**src/rtl/cp0_exc_ctrl.sv**
```systemverilog
// CP0 exception/interrupt controller at M: owns SR/Cause/EPC, raises flush+redirect (req) combinationally,
// registers update on the following edge; no backpressure, the pipeline must honour req in the same cycle.
module cp0_exc_ctrl #(
    parameter logic [31:0] HANDLER_ADDR = 32'h0000_4180,
    parameter int          HWINT_W      = 6
) (
    input  logic               clk,
    input  logic               reset,
    input  logic               valid_m,
    input  logic [31:0]        pc_m,
    input  logic               bd_m,
    input  logic [4:0]         exc_code_m,
    input  logic               eret_m,
    input  logic [HWINT_W-1:0] hw_int,
    input  logic               cp0_we,
    input  logic [4:0]         cp0_addr,
    input  logic [31:0]        cp0_wdata,
    output logic [31:0]        cp0_rdata,
    output logic               req,
    output logic [31:0]        redirect_pc,
    output logic [31:0]        epc,
    output logic               exl
);

    localparam logic [4:0]  REG_SR    = 5'd12;
    localparam logic [4:0]  REG_CAUSE = 5'd13;
    localparam logic [4:0]  REG_EPC   = 5'd14;
    localparam logic [31:0] RESET_PC  = 32'h0000_3000;

    typedef enum logic {NORMAL = 1'b0, HANDLER = 1'b1} state_t;

    state_t             state, state_nxt;
    logic [HWINT_W-1:0] im, ip;
    logic               ie, bd;
    logic [4:0]         exc_code;
    logic [31:0]        epc_q, last_pc, victim_pc, epc_new;
    logic               last_bd, victim_bd;
    logic               int_take, exc_take, eret_take, take, mtc0;

    // The FSM state bit doubles as SR.EXL.
    assign exl       = (state == HANDLER);
    assign int_take  = (|(hw_int & im)) & ie & ~exl;
    assign exc_take  = valid_m & (exc_code_m != 5'd0) & ~exl & ~int_take;
    assign eret_take = valid_m & eret_m & ~int_take & ~exc_take;
    assign take      = int_take | exc_take;
    assign mtc0      = cp0_we & ~take & ~eret_take;

    // A bubble in M means the interrupt lands between instructions: blame the last real one.
    assign victim_pc = valid_m ? pc_m : last_pc;
    assign victim_bd = valid_m ? bd_m : last_bd;
    assign epc_new   = victim_pc - (victim_bd ? 32'd4 : 32'd0);

    assign req         = reset & (take | eret_take);
    assign redirect_pc = !reset   ? 32'd0 :
                         take      ? HANDLER_ADDR :
                         eret_take ? epc_q : 32'd0;
    assign epc         = epc_q;

    always_comb begin
        state_nxt = state;
        if (take)
            state_nxt = HANDLER;
        else if (eret_take)
            state_nxt = NORMAL;
        else if (mtc0 && cp0_addr == REG_SR)
            state_nxt = state_t'(cp0_wdata[1]);
    end

    always_ff @(posedge clk) begin
        if (!reset)
            state <= NORMAL;
        else
            state <= state_nxt;
    end

    always_ff @(posedge clk) begin
        if (!reset) begin
            im       <= '0;
            ie       <= 1'b0;
            bd       <= 1'b0;
            ip       <= '0;
            exc_code <= 5'd0;
            epc_q    <= 32'd0;
            last_pc  <= RESET_PC;
            last_bd  <= 1'b0;
        end else begin
            ip <= hw_int;
            if (valid_m) begin
                last_pc <= pc_m;
                last_bd <= bd_m;
            end
            if (take) begin
                bd       <= victim_bd;
                exc_code <= int_take ? 5'd0 : exc_code_m;
                epc_q    <= epc_new & 32'hFFFF_FFFC;
            end else if (mtc0) begin
                if (cp0_addr == REG_SR) begin
                    im <= cp0_wdata[10 +: HWINT_W];
                    ie <= cp0_wdata[0];
                end
                if (cp0_addr == REG_EPC)
                    epc_q <= cp0_wdata & 32'hFFFF_FFFC;
            end
        end
    end

    always_comb begin
        cp0_rdata = 32'd0;
        case (cp0_addr)
            REG_SR:    cp0_rdata = {16'd0, im, 8'd0, exl, ie};
            REG_CAUSE: cp0_rdata = {bd, 15'd0, ip, 3'd0, exc_code, 2'd0};
            REG_EPC:   cp0_rdata = epc_q;
            default:   cp0_rdata = 32'd0;
        endcase
    end

endmodule

```
**config.mk**
```make
export PLATFORM = sky130hd
export DESIGN_NAME = cp0_exc_ctrl
export DESIGN_NICKNAME = d
export VERILOG_FILES = /design/src/rtl/cp0_exc_ctrl.sv
export SDC_FILE = /design/constraint.sdc
export NUM_CORES = 1
export LEC_CHECK = 0
export CAP_MARGIN = 25
export CORE_ASPECT_RATIO = 0.75
export CORE_MARGIN = 4
export CORE_UTILIZATION = 40
export DETAILED_ROUTE_END_ITERATION = 16
export HOLD_SLACK_MARGIN = 0.12
export PLACE_DENSITY = 0.72
export SKIP_LAST_GASP = 1
export SYNTH_ARGS = -nofsm -noshare
export SYNTH_HDL_FRONTEND = slang
export SYNTH_SLANG_ARGS = --single-unit
```
**constraint.sdc**
```tcl
create_clock -name clk -period 4.8 [get_ports clk]
set_input_delay 0.72 -clock clk [delete_from_list [all_inputs] [get_ports clk]]
set_output_delay 0.72 -clock clk [all_outputs]
set_load 0.05 [all_outputs]
```
== Yosys cells after proc, flatten, opt, wreduce, memory -nomap -nowiden ==
Cells that the tools add are included.

* Register bits after elaboration: 83
* Word-level logic and storage cells: 54
* Output and inout bits: 98
* Bits of input ports: 86

* Muxes and demuxes: 14
* Bitwise gates (word level): 19
* $add $sub $neg: 1
* Equality and inequality tests: 3
* Reductions and logical operators: 8

{| class="wikitable"
|+ Operator list
! cell !! count
|-
| two-way mux 32 bit || 7
|-
| case mux 32 bit (3 select lines) || 1
|-
| subtractor 32 x 3 -> 32 bit || 1
|-
| equality test 5 x 4 -> 1 bit (second input constant) || 3
|-
| bitwise AND 1 bit || 11
|-
| bitwise AND 6 bit || 1
|-
| OR reduction 6 bit || 1
|-
| two-way mux 5 bit || 1
|-
| NOT 1 bit || 5
|-
| nonzero test 5 bit || 1
|-
| two-way mux 1 bit || 4
|-
| nonzero test 2 bit || 2
|-
| two-way mux 3 bit || 1
|-
| AND reduction 3 bit || 1
|-
| nonzero test 3 bit || 1
|-
| bitwise OR 1 bit || 2
|-
| AND reduction 2 bit || 1
|-
| logical AND 1 bit || 1
|}

== Longest topological paths before layout ==
Gate-level depths: netlist (run 1).

* Word-level depth: 14
* Depth in mapped cells: 13
* Gate-level depth less buffers: 7

== Least setup slack after synthesis (run 1) ==
No wires, ideal clock.

* Path kind: input to output
* Start point: input port valid_m
* End point: output port redirect_pc[14]
* Buffers on the path: 3
* Required time: 4080 ps
* Data arrival time: 3243 ps
* Setup slack: 837 ps
* Stages on the path: 8
* Path through: buf_6 -> buf_4 -> nor2b_1 -> o21ai_1 -> and2_1 -> buf_2 -> a21oi_1 -> o21a_1

* Longest elaborated chain between the ends: 8

{| class="wikitable"
|+ Ends and longest elaborated chain
! element !! line !! text
|-
| start, declared || 9 || <nowiki>input logic valid_m,</nowiki>
|-
| bitwise AND 1 bit (3 in a row) || 43 || <nowiki>assign exc_take = valid_m & (exc_code_m != 5'd0) & ~exl & ~int_take;</nowiki>
|-
| NOT 1 bit || 44 || <nowiki>assign eret_take = valid_m & eret_m & ~int_take & ~exc_take;</nowiki>
|-
| bitwise AND 1 bit || 44 ||
|-
| two-way mux 32 bit || 56 || <nowiki>eret_take ? epc_q : 32'd0;</nowiki>
|-
| two-way mux 32 bit * || 55 || <nowiki>take ? HANDLER_ADDR :</nowiki>
|-
| two-way mux 32 bit * || 54 || <nowiki>assign redirect_pc = !reset ? 32'd0 :</nowiki>
|-
| end, declared || 20 || <nowiki>output logic [31:0] redirect_pc,</nowiki>
|}

Every way passes the cells marked *; elsewhere a longest branch is shown, timed or not.

== Worst setup path in the final report (run 1) ==
* Start point: input port cp0_addr[0]
* End point: output port cp0_rdata[21]

* Longest elaborated chain between the ends: 2

{| class="wikitable"
|+ Ends and longest elaborated chain
! element !! line !! text
|-
| start, declared || 16 || <nowiki>input logic [4:0] cp0_addr,</nowiki>
|-
| equality test 5 x 4 -> 1 bit || 109 || <nowiki>case (cp0_addr)</nowiki>
|-
| case mux 32 bit (3 select lines) * || 109 ||
|-
| end, declared || 18 || <nowiki>output logic [31:0] cp0_rdata,</nowiki>
|}

Marks and branches as above.

==> results of run 1 <==
==> cells in the mapped netlist (all sizes together), types with 8 or more instances <==
cell type	n
xor2	14
nand2	26
nor2	59
dfxtp	81
buf	13
nor4	8
a21oi	19
nor3	17
a211oi	14
mux2i	46
and2	61
clkbuf	26
nor3b	9
mux2	31
o21ai	27
==> metrics by stage <==
step                power (W)  hold slack, ns  utilization (%)
floorplan            0.001054          0.4360                -
global placement     0.001257          0.4433            61.47
detailed placement   0.001266          0.4581            61.47
CTS                  0.001963          0.4668            64.21
global route         0.002031          0.5058            64.21
finish               0.001956          0.4707            64.21
==> layout make-up <==
type                       count  area (um2)  area share, %
inverter                       4       15.01         0.2098
clock buffer                  10       239.0          3.339
timing repair buffer         189        2167          30.27
clock inverter                 6       66.31         0.9264
multi-input combinational    417        2874          40.15
tap                          140       175.2          2.447
sequential                    81        1622          22.65
==> flip-flops by register name (all words and copies together) (netlist names) <==
name	cells
bd	1
epc	30
exc_code	5
exl	1
ie	1
im	6
ip	6
last_bd	1
last_pc	30
==> power by group through the flow <==
stage	Clock [W]	Sequential (W)	Combinational (W)
finish	0.000700	0.000756	0.000499
global route	0.000738	0.000762	0.000531
CTS	0.000708	0.000756	0.000498
detailed placement	0	0.000771	0.000495
global placement	0	0.000768	0.000489
floorplan	0	0.000840	0.000214
==> layer usage <==
metal  vias to the layer above  wire, um  track usage (%)
li1                       2252         -                -
met1                      2245      7184            31.48
met2                       224      7058            35.83
met3                        11      1326            6.356
met4                         0       112            4.553
met5                         -         0                0
==> cells by family after synthesis <==
kind of cell	after synthesis	synth area share, %
multiplexers	77	17.33
adder cells (fa/ha/maj)	2	0.5357
flip-flops	81	34.72
AND/OR/NAND/NOR	213	24.94
AO/OA/AOI/OAI	104	15.11
XOR/XNOR	17	3.188
other	1	0.08029
buffers and inverters	43	4.098
==> path summary, 6_finish.rpt <==
kind              slack (ns)            end  cells past startpoint   startpoint
setup / recovery        0.82  cp0_rdata[21]                      7  cp0_addr[0]
hold / removal          0.47    exc_code[0]                      2  exc_code[0]
setup reg to reg        2.02        epc[17]                      7   last_pc[2]
hold reg to reg         0.47    exc_code[0]                      2  exc_code[0]
==> worst min-delay path, stage by stage, from the launching register on <==
cell and delay, ns:
dfxtp_1 0.31, nand2_1 0.06, a21oi_1 0.06
==> summary.txt, run 1 <==
Layout cells sized above 1 -> 14.00%
Bufs and invs on worst path -> 5
Clock skew -> 0.005895 ns
Pre-CTS setup slack -> 0.8081 ns
Hpwl dp -> 12130 um
Worst hold path class -> reg2reg
CP peak stage delay -> 0.81 ns
Wire length per cell -> 18.51 um
Setup-failing EPs final -> 0
Iter 0 DRT Violations -> 309
Post-synth cell types -> 57
Most common cell after layout, fill and taps aside -> clkdlybuf4s50_1
Fmax -> 0.2511 GHz
Outcome -> completed
Cell Chain, Critical Path -> clkdlybuf4s50_1 -> buf_4 -> inv_1 -> and3_1 -> buf_4 -> and2_1 -> clkdlybuf4s50_1
Vias in the first global route -> 4552
Post-synthesis sequential area ratio -> 34.72%
Die area -> 13490 um2
Peak VDD IR -> 241.8 uV
Placed instance area -> 6853 um2
Leading area contributor after synthesis -> dfxtp_1
Startpoint class of the critical path -> primary input
Core area -> 11150 um2
Clock slew at reported path FFs -> 0.06 ns
Setup TNS -> 0 ns
Largest net degree at the start of global routing -> 50
Die width -> 132.8 um
P_int -> 0.001351 W
H-Tree Level Count -> 3
Crit-path max FO -> 17
Combinational power share -> 25.5%
Synthesis-stage register bit count -> 81
Dpl cells -> 831
PortBufs -> 177
Final WS setup -> 0.8168 ns
CTS tree -> yes
Avg Cell Area, Syn -> 8.682 um2
Mapped Cells -> 538
Via count -> 4732
CP arrival -> 3.26 ns
# rows -> 33
Synth area leaders -> dfxtp_1 (35%), mux2i_1 (9.9%), and2_1 (8.2%)
Sw frac -> 30.93%
Final critical-path required period -> 3.983 ns
Clk buf depth -> 2
First-pass GRT wire length -> 24370 um
Initial Util -> 41.90%
CP Data Required Time -> 4.08 ns
Final Wtd Congestion -> 0.9652
Top-Level Pins -> 184
Clock Sinks -> 81
Post_cts resized -> 0
Worst-Skew Late Latency -> 0.33 ns
Synth top area share -> 34.72%
Wirelength, routed -> 15680 um
Least-Margin Pin Slew -> 0.8139 ns
CP Capture Type -> primary output
Hold_buf cts -> 0
Crit path max-delay family -> buffers and inverters
Hold Vio Cnt, Final -> 0
Clk root buf -> clkbuf_16
Reg power frac -> 38.7%
Final Non-Filler Cells -> 847
Residual DRC -> 0
Chip Height -> 101.6 um
Ys flop type -> dfxtp_1
Cts bufs inserted -> 9
Number of flops mapped to enable cells by yosys -> 0
Final worst path period share -> 82.98%
# diodes -> 0
Avg Vias per Cell -> 5.587
Power Density -> 273.3 nW/um2
Post-CTS setup buffer count -> 0
Sw power -> 0.0006050 W
Initial antenna violation count -> 0
Post-synthesis cell area -> 4671 um2
Most frequent cells in the layout -> clkdlybuf4s50_1 (145), dfxtp_1 (81), and2_1 (61)
Max-cap violations -> 0
Critical path class -> in2out
Worst relative slew slack -> 45.74%
ANT nets after route -> 0
1st-pass router iterations -> 6
Post-route cell area -> 7158 um2
Final nets -> 790
Synth warn -> 0
Clk pwr share -> 35.8%
Ys async rst share -> 0%
P_leak -> 2.847 nW
Final Max Tran Viols -> 0
Area growth from synthesis to layout -> 53.25%
Filler Cell Count -> 927
Total global routing overflow -> 0
Slowest CP cell -> clkdlybuf4s50_1
RSZ-0062 raised after global routing -> false
Total GRT Usage -> 22.73%
Power figures use the tool's default switching activity.
==> inputs of run 2 (changes only) <==
- clock period: 4.8 -> 3.68 ns (I/O delays scaled with it)
==> run 2 against run 1 <==
Compared with the run above:
- sequential power is 31% higher
- clock skew fell by 0.0011 ns
- die area is the same
- non-clock buffer count is 3 higher
- clock power is 26% higher
- combinational power up 33%
- power increased by 30%
- highest routed layer unchanged
==> summary.txt, run 2 (synthesized netlist as in run 1, its figures left out) <==
Initial antenna violation count -> 0
Total global routing overflow -> 0
Reg2reg start -> last_pc[2]
# diodes -> 0
Final worst path period share -> 89.39%
Power Density -> 339.1 nW/um2
PortBufs -> 177
Total GRT Usage -> 23.48%
Hold path start -> exc_code[1]
Clk root buf -> clkbuf_16
P_int -> 0.001766 W
Initial Util -> 41.90%
Clk pwr share -> 34.9%
CP Data Required Time -> 3.13 ns
First-pass GRT wire length -> 25180 um
Hold EP -> exc_code[1]
Setup slack, reg-to-reg -> 1.14 ns
Core area -> 11150 um2
Total power -> 0.002536 W
Die width -> 132.8 um
Dpl cells -> 834
Hold Vio Cnt, Final -> 0
Via count -> 4729
Largest net degree at the start of global routing -> 63
Final WS setup -> 0.3904 ns
Startpoint class of the critical path -> primary input
FF-to-FF path depth -> 7
Outcome -> completed
Cell Chain, Critical Path -> clkdlybuf4s50_1 -> a22oi_1 -> a311o_1 -> and2_1 -> a21oi_1 -> o21a_1 -> buf_12
Final nets -> 793
Sw power -> 0.0007700 W
H-Tree Level Count -> 3
Die area -> 13490 um2
P_leak -> 2.999 nW
CP arrival -> 2.74 ns
Sw frac -> 30.36%
Pre-CTS setup slack -> 0.4595 ns
Chip Height -> 101.6 um
Hold_buf cts -> 0
Clock slew at reported path FFs -> 0.06 ns
Slowest CP cell -> clkdlybuf4s50_1
Hold path depth -> 2
Register area -> 1622 um2
Hpwl dp -> 12570 um
Crit path max-delay family -> compound AO/OA/AOI/OAI gates
Wirelength, routed -> 16170 um
Reg power frac -> 39.0%
Combinational power share -> 26.2%
CTS tree -> yes
Clock skew -> 0.004793 ns
Vias in the first global route -> 4579
RSZ-0062 raised after global routing -> false
Post-CTS setup buffer count -> 0
Residual DRC -> 0
Max-cap violations -> 0
Worst-Skew Late Latency -> 0.34 ns
Setup-failing EPs final -> 0
Post-route cell area -> 7478 um2
Most common cell after layout, fill and taps aside -> clkdlybuf4s50_1
Iter 0 DRT Violations -> 345
CP peak stage delay -> 0.51 ns
# rows -> 33
FF-to-FF End -> epc[17]
Final Wtd Congestion -> 0.9455
Wire length per cell -> 19.02 um
Bufs and invs on worst path -> 2
CP Capture Type -> primary output
Fmax -> 0.3040 GHz
Filler Cell Count -> 910
Clock Sinks -> 81
Avg Vias per Cell -> 5.564
Worst relative slew slack -> 51.18%
Least-Margin Pin Slew -> 0.7322 ns
Crit-path max FO -> 5
ANT nets after route -> 0
Critical path class -> in2out
Cts bufs inserted -> 9
1st-pass router iterations -> 4
Final critical-path required period -> 3.290 ns
Clk buf depth -> 2
Post_cts resized -> 0
Peak VDD IR -> 305.9 uV
Area growth from synthesis to layout -> 60.11%
Final Non-Filler Cells -> 850
Setup TNS -> 0 ns
Placed instance area -> 7188 um2
Final Max Tran Viols -> 0
Area occupied by multi-input gates -> 2874 um2
Most frequent cells in the layout -> clkdlybuf4s50_1 (115), dfxtp_1 (81), buf_12 (62)
Layout cells sized above 1 -> 18.17%
Worst hold path class -> reg2reg
Top-Level Pins -> 184
-- run 2: worst max path at each step --
stage,depth (start not counted),to,start,slack [ns]
2_1_floorplan,13,epc[31],valid_m,0.02
3_3_place_gp,7,redirect_pc[7],hw_int[0],0.51
3_5_place_dp,7,redirect_pc[8],hw_int[0],0.46
4_1_cts,7,redirect_pc[8],hw_int[0],0.43
5_1_grt,7,redirect_pc[8],hw_int[0],0.30
6_report,7,redirect_pc[8],hw_int[0],0.39
-- run 2: per-stage QoR --
step                      util [%]  hold slack [ns]
final                        67.08           0.4703
after floorplan                  -           0.4360
after global placement       64.48           0.4517
after global routing         67.08           0.5051
after CTS                    67.08           0.4689
after detailed placement     64.48           0.4583
-- run 2: power groups by stage --
stage	Combinational, W	Clock, W	Sequential [W]
5_1_grt	0.000703	0.000942	0.000997
4_1_cts	0.000660	0.000903	0.000988
2_1_floorplan	0.000279	0	0.00110
3_5_place_dp	0.000656	0	0.00101
6_report	0.000663	0.000884	0.000989
3_3_place_gp	0.000646	0	0.00100
-- run 2: routing by layer --
layer	vias to the layer above	track usage [%]	part of all wire, %
met3	8	7.249	8.6
met1	2241	32.55	46
met5	-	0	0
met2	216	37.12	45
li1	2264	-	-
met4	0	3.355	0.41
-- run 2: worst register-to-register path, stage by stage, from the launching register on --
cell       delay [ns]
dfxtp_1          0.29
mux2i_1          0.17
ha_1             0.22
nor4bb_1         0.38
o22ai_1          0.33
a2111oi_0        0.53
xor2_1           0.36
a21oi_1          0.11
-- run 2: area by class of cell --
cell class,instances,share of cell area (%)
Inverter,4,0.2008
Multi-Input combinational cell,417,38.43
Clock inverter,3,0.5354
Timing Repair Buffer,192,33.46
Sequential cell,81,21.68
Tap cell,140,2.342
Clock buffer,13,3.346
==> inputs of run 3 (changes only) <==
- CORE_MARGIN: 4 -> 1
==> run 3 against run 2 <==
Compared with the run above:
- global-route usage rose by 2.3 points
- via count fell by 0.57%
- sequential power about the same
- non-clock buffer count stayed put
- first-iteration DRC count shrank 11%
- power grew 3.0%
- sequential share of layout area down 0.087 points
- critical endpoint is now redirect_pc[26]
- largest power group unchanged
==> summary.txt, run 3 (synthesized netlist as in run 1, its figures left out) <==
Outcome -> completed
Reg power frac -> 37.9%
Clk buf depth -> 2
Setup-failing EPs final -> 0
CP arrival -> 2.58 ns
Most frequent cells in the layout -> clkdlybuf4s50_1 (115), dfxtp_1 (81), buf_12 (62)
Initial Util -> 41.90%
Wirelength, routed -> 15570 um
Combinational power share -> 25.3%
Die area -> 12120 um2
Iter 0 DRT Violations -> 306
Area occupied by multi-input gates -> 2874 um2
Core area -> 11150 um2
First-pass GRT wire length -> 23890 um
PortBufs -> 177
Layout cells sized above 1 -> 18.59%
Chip Height -> 95.58 um
Via count -> 4702
Cts bufs inserted -> 9
Residual DRC -> 0
Power Density -> 347.9 nW/um2
Cell Chain, Critical Path -> clkdlybuf4s50_1 -> or4_1 -> o21ai_1 -> nand2_1 -> nor3_2 -> buf_4 -> and2_1 -> buf_12
Sw frac -> 30.44%
Final critical-path required period -> 3.136 ns
ANT nets after route -> 0
Clk root buf -> clkbuf_16
Slowest CP cell -> or4_1
Worst relative slew slack -> 47.47%
Final Wtd Congestion -> 0.9140
Startpoint class of the critical path -> primary input
Sw power -> 0.0007950 W
P_leak -> 2.999 nW
CP Capture Type -> primary output
RSZ-0062 raised after global routing -> false
Final worst path period share -> 85.22%
Total GRT Usage -> 25.78%
Filler Cell Count -> 882
Most common cell after layout, fill and taps aside -> clkdlybuf4s50_1
Worst hold path class -> reg2reg
Avg Vias per Cell -> 5.532
Clock slew at reported path FFs -> 0.06 ns
Clock skew -> 0.006311 ns
CP peak stage delay -> 0.52 ns
Final Max Tran Viols -> 0
Hpwl dp -> 12040 um
Largest net degree at the start of global routing -> 63
Fmax -> 0.3189 GHz
Post-CTS setup buffer count -> 0
Bufs and invs on worst path -> 3
Peak VDD IR -> 373.9 uV
Register area -> 1622 um2
Clk pwr share -> 36.8%
Die width -> 126.8 um
Clock Sinks -> 81
Wire length per cell -> 18.32 um
# diodes -> 0
Crit-path max FO -> 20
# rows -> 33
CTS tree -> yes
H-Tree Level Count -> 3
Top-Level Pins -> 184
Hold_ws -> 0.4652 ns
Vias in the first global route -> 4365
Least-Margin Pin Slew -> 0.7880 ns
Crit path max-delay family -> simple AND/OR/NAND/NOR gates
Worst-Skew Late Latency -> 0.34 ns
Final nets -> 793
Initial antenna violation count -> 1
CP Data Required Time -> 3.13 ns
1st-pass router iterations -> 4
Hold Vio Cnt, Final -> 0
Critical path class -> in2out
Area growth from synthesis to layout -> 60.76%
Hold_buf cts -> 0
Total global routing overflow -> 0
Setup TNS -> 0 ns
P_int -> 0.001817 W
Post_cts resized -> 0
Max-cap violations -> 0
## run 3: layout make-up
cell class | count | area share, %
Timing Repair Buffer | 192 | 33.33
Inverter | 4 | 0.2000
Multi-Input combinational cell | 417 | 38.28
Clock buffer | 9 | 3.000
Sequential cell | 81 | 21.60
Tap cell | 140 | 2.333
Clock inverter | 7 | 1.266
## run 3: per-layer routing
metal	global-route usage [%]	wire length, um	up-vias
li1	-	-	2264
met1	36.25	7390	2211
met2	40.84	6946	207
met3	4.602	1064	18
met4	6.448	159	2
met5	0	10	-
## run 3: worst paths after layout
path / start / slack [ns] / end / cells past startpoint
max reg2reg: last_pc[2] / 1.17 / epc[22] / 7
max: exc_code_m[1] / 0.54 / redirect_pc[26] / 8
min: exc_code[1] / 0.47 / exc_code[1] / 2
min reg2reg: exc_code[1] / 0.47 / exc_code[1] / 2
## run 3: tightest hold or removal path, cell delays in order (launching register included)
cell and delay (ns):
dfxtp_1 0.31, nand2_1 0.05, a21oi_1 0.06
## run 3: power groups by stage
stage | combinational, W | clock, W | sequential [W]
floorplan | 0.000279 | 0 | 0.00110
global placement | 0.000644 | 0 | 0.00100
detailed placement | 0.000654 | 0 | 0.00101
CTS | 0.000658 | 0.000976 | 0.000988
global route | 0.000701 | 0.00102 | 0.000995
finish | 0.000661 | 0.000962 | 0.000989
## run 3: through the flow
step / total power (W) / instance area, um2 / setup WS (ns) / std cells / util, %
2_1_floorplan: 0.001375 / 4682 / 0.01855 / 541 / -
3_3_place_gp: 0.001647 / 7188 / 0.5274 / 834 / 64.48
3_5_place_dp: 0.001661 / 7188 / 0.5262 / 834 / 64.48
4_1_cts: 0.002622 / 7508 / 0.5383 / 850 / 67.35
5_1_grt: 0.002716 / 7508 / 0.3828 / 850 / 67.35
6_report: 0.002612 / 7508 / 0.5441 / 850 / 67.35
==> edit: new RTL, config.mk and constraints of run 1 <==
Register the outputs `req` and `redirect_pc`, cleared by the reset; this adds one clock of latency there. The other outputs are not delayed to match. Comments in the files are not updated.
--- a/src/rtl/cp0_exc_ctrl.sv
+++ b/src/rtl/cp0_exc_ctrl.sv
@@ -50,10 +50,15 @@
     assign victim_bd = valid_m ? bd_m : last_bd;
     assign epc_new   = victim_pc - (victim_bd ? 32'd4 : 32'd0);
 
-    assign req         = reset & (take | eret_take);
-    assign redirect_pc = !reset   ? 32'd0 :
-                         take      ? HANDLER_ADDR :
-                         eret_take ? epc_q : 32'd0;
+    always_ff @(posedge clk) begin
+        if (!reset) begin
+            req         <= '0;
+            redirect_pc <= '0;
+        end else begin
+            req         <= reset & (take | eret_take);
+            redirect_pc <= !reset   ? 32'd0 : take      ? HANDLER_ADDR : eret_take ? epc_q : 32'd0;
+        end
+    end
     assign epc         = epc_q;
 
     always_comb begin
Formal check against the unedited RTL: not equivalent (Yosys sat finds a counterexample within 4 cycles, from zero or initial values and one cycle with reset low).
==> edit against run 1 <==
- routed wire length increased by 9.8%
- non-clock buffer count down 1
- register-to-register slack improved by 0.03 ns
- critical path depth is 1 lower
- area after synthesis rose by 15%
- final cell count grew 8.1%
- power is 16% higher
- sequential cell count is 31 higher
- highest routed layer unchanged
- clock power up 12%
- clock skew is 0.0012 ns higher
- count of clock-buffer cells in the layout shrank 1
- worst setup slack gained 0.23 ns
- hold slack lost 0.010 ns
- final area rose by 4.9%
==> edit: results (changes against run 1) <==
Parameter                              Value

Status
  Status    complete, no violations

Yosys
  Cell count after synthesis    582 (+8.2%)
  Leading cell types by total area after synthesis    dfxtp_1 (42%), mux2i_1 (9.3%), and2_1 (6.3%)
  Commonest register cell after synthesis    dfxtp_1
  Netlist cell types    65 (+14%)
  Leading cell types by count after synthesis    dfxtp_1 (112), and2_1 (54), nor2_1 (53)
  Share of the yosys chip area belonging to registers    41.7% (+7.0 points)

Power and ir drop
  Leakage dissipation    3.04 nW (+6.7%)
  Part of the total power dissipated in the clock network    34.6% (-1.2 points)
  Part of the total power dissipated in sequential elements    44.8% (+6.1 points)
  Clock network power    787 uW (+12%)
  Worst IR drop on VDD    0.188 mV (-22%)

Placed design
  DP HPWL    13300 um (+9.9%)
  Setup Slack @ Placement    0.901 ns (+0.0929 ns)
  RD Place Congestion    0.874 (-9.4%)
  Area after DPL    7200 um^2 (+5.0%)
  Placed Instances    900 (+8.3%)
  Number of port buffers    177 (unchanged)

Global route
  GR Layer Usage met3    5.53% (-0.83 points)
  Global-route usage over all layers    21.7% (-0.99 points)
  Met2 Usage GRT    32.4% (-3.4 points)
  Wire length of the first global-routing pass    26300 um (+7.9%)
  Largest net degree at the start of global routing    58 (+16%)
  Via count of the first global-routing pass    4742 (+4.2%)
  Global-route track usage on met1    31.5% (about the same)

Detailed routing
  Routed length per placed instance    18.8 um (+1.5%)
  Via count normalized by instance count    5.50 (-1.6%)
  Met3 wire length    1510 um (+14%)
  Met2 routed wirelength    7290 um (+3.2%)
  Starting DRT DRC Count    456 (+48%)
  Drt pass-1 iters    5 (-1)

Clock network
  Number of H-tree levels    3 (unchanged)
  Clock latency on the worst-skew pair    0.35 ns (+0.02 ns)
  Clock-pin slew on the worst setup and hold paths    0.08 ns (+0.02 ns)

Timing
  Headroom to the max-slew limit    40.2% (-5.6 points)

Worst setup path
  Arrival time of data at the critical path endpoint    3.04 ns (-0.22 ns)
  Launching instance or port of the critical path    cp0_addr[1]
  Max incr delay on CP    0.85 ns (+0.04 ns)
  Origin of the critical flop-to-flop path    last_pc[16]$_SDFF_PN0_

Cells and area
  Share of post-route cells with drive strength above 1    11.3% (-2.7 points)
  Final std cells w/o fill    916 (+8.1%)
  Fill cell count    1115 (+20%)
  Number of nets in the layout    828 (+4.8%)
-- edit: kinds of logic after synthesis --
group           synth area share [%]
mux                             14.7
flops                           41.7
xor+xnor                        2.28
buf+inv                         4.14
other cells                   0.0697
compound gates                  14.9
fa+ha+maj                      0.465
simple gates                    21.7
-- edit: area by class of cell --
| cell class | count | area, um^2 | area share [%] |
|---|---|---|---|
| clock buffers | 9 | 225 | 3.00 |
| well taps | 171 | 214 | 2.85 |
| inverters | 6 | 22.5 | 0.300 |
| clock inverters | 7 | 83.8 | 1.12 |
| repair buffers | 188 | 1790 | 23.8 |
| flip-flops and latches | 112 | 2240 | 29.9 |
| multi-input cells | 423 | 2930 | 39.0 |
-- edit: final timing paths --
check | endpoint | slack, ns | depth (start not counted)
worst max register to register | epc[21]$_SDFFE_PN0P_ | 2.05 | 5
worst min register to register | exc_code[0]$_SDFFE_PN0N_ | 0.46 | 2
worst min-delay path | exc_code[0]$_SDFFE_PN0N_ | 0.46 | 2
worst max-delay path | cp0_rdata[13] | 1.04 | 6
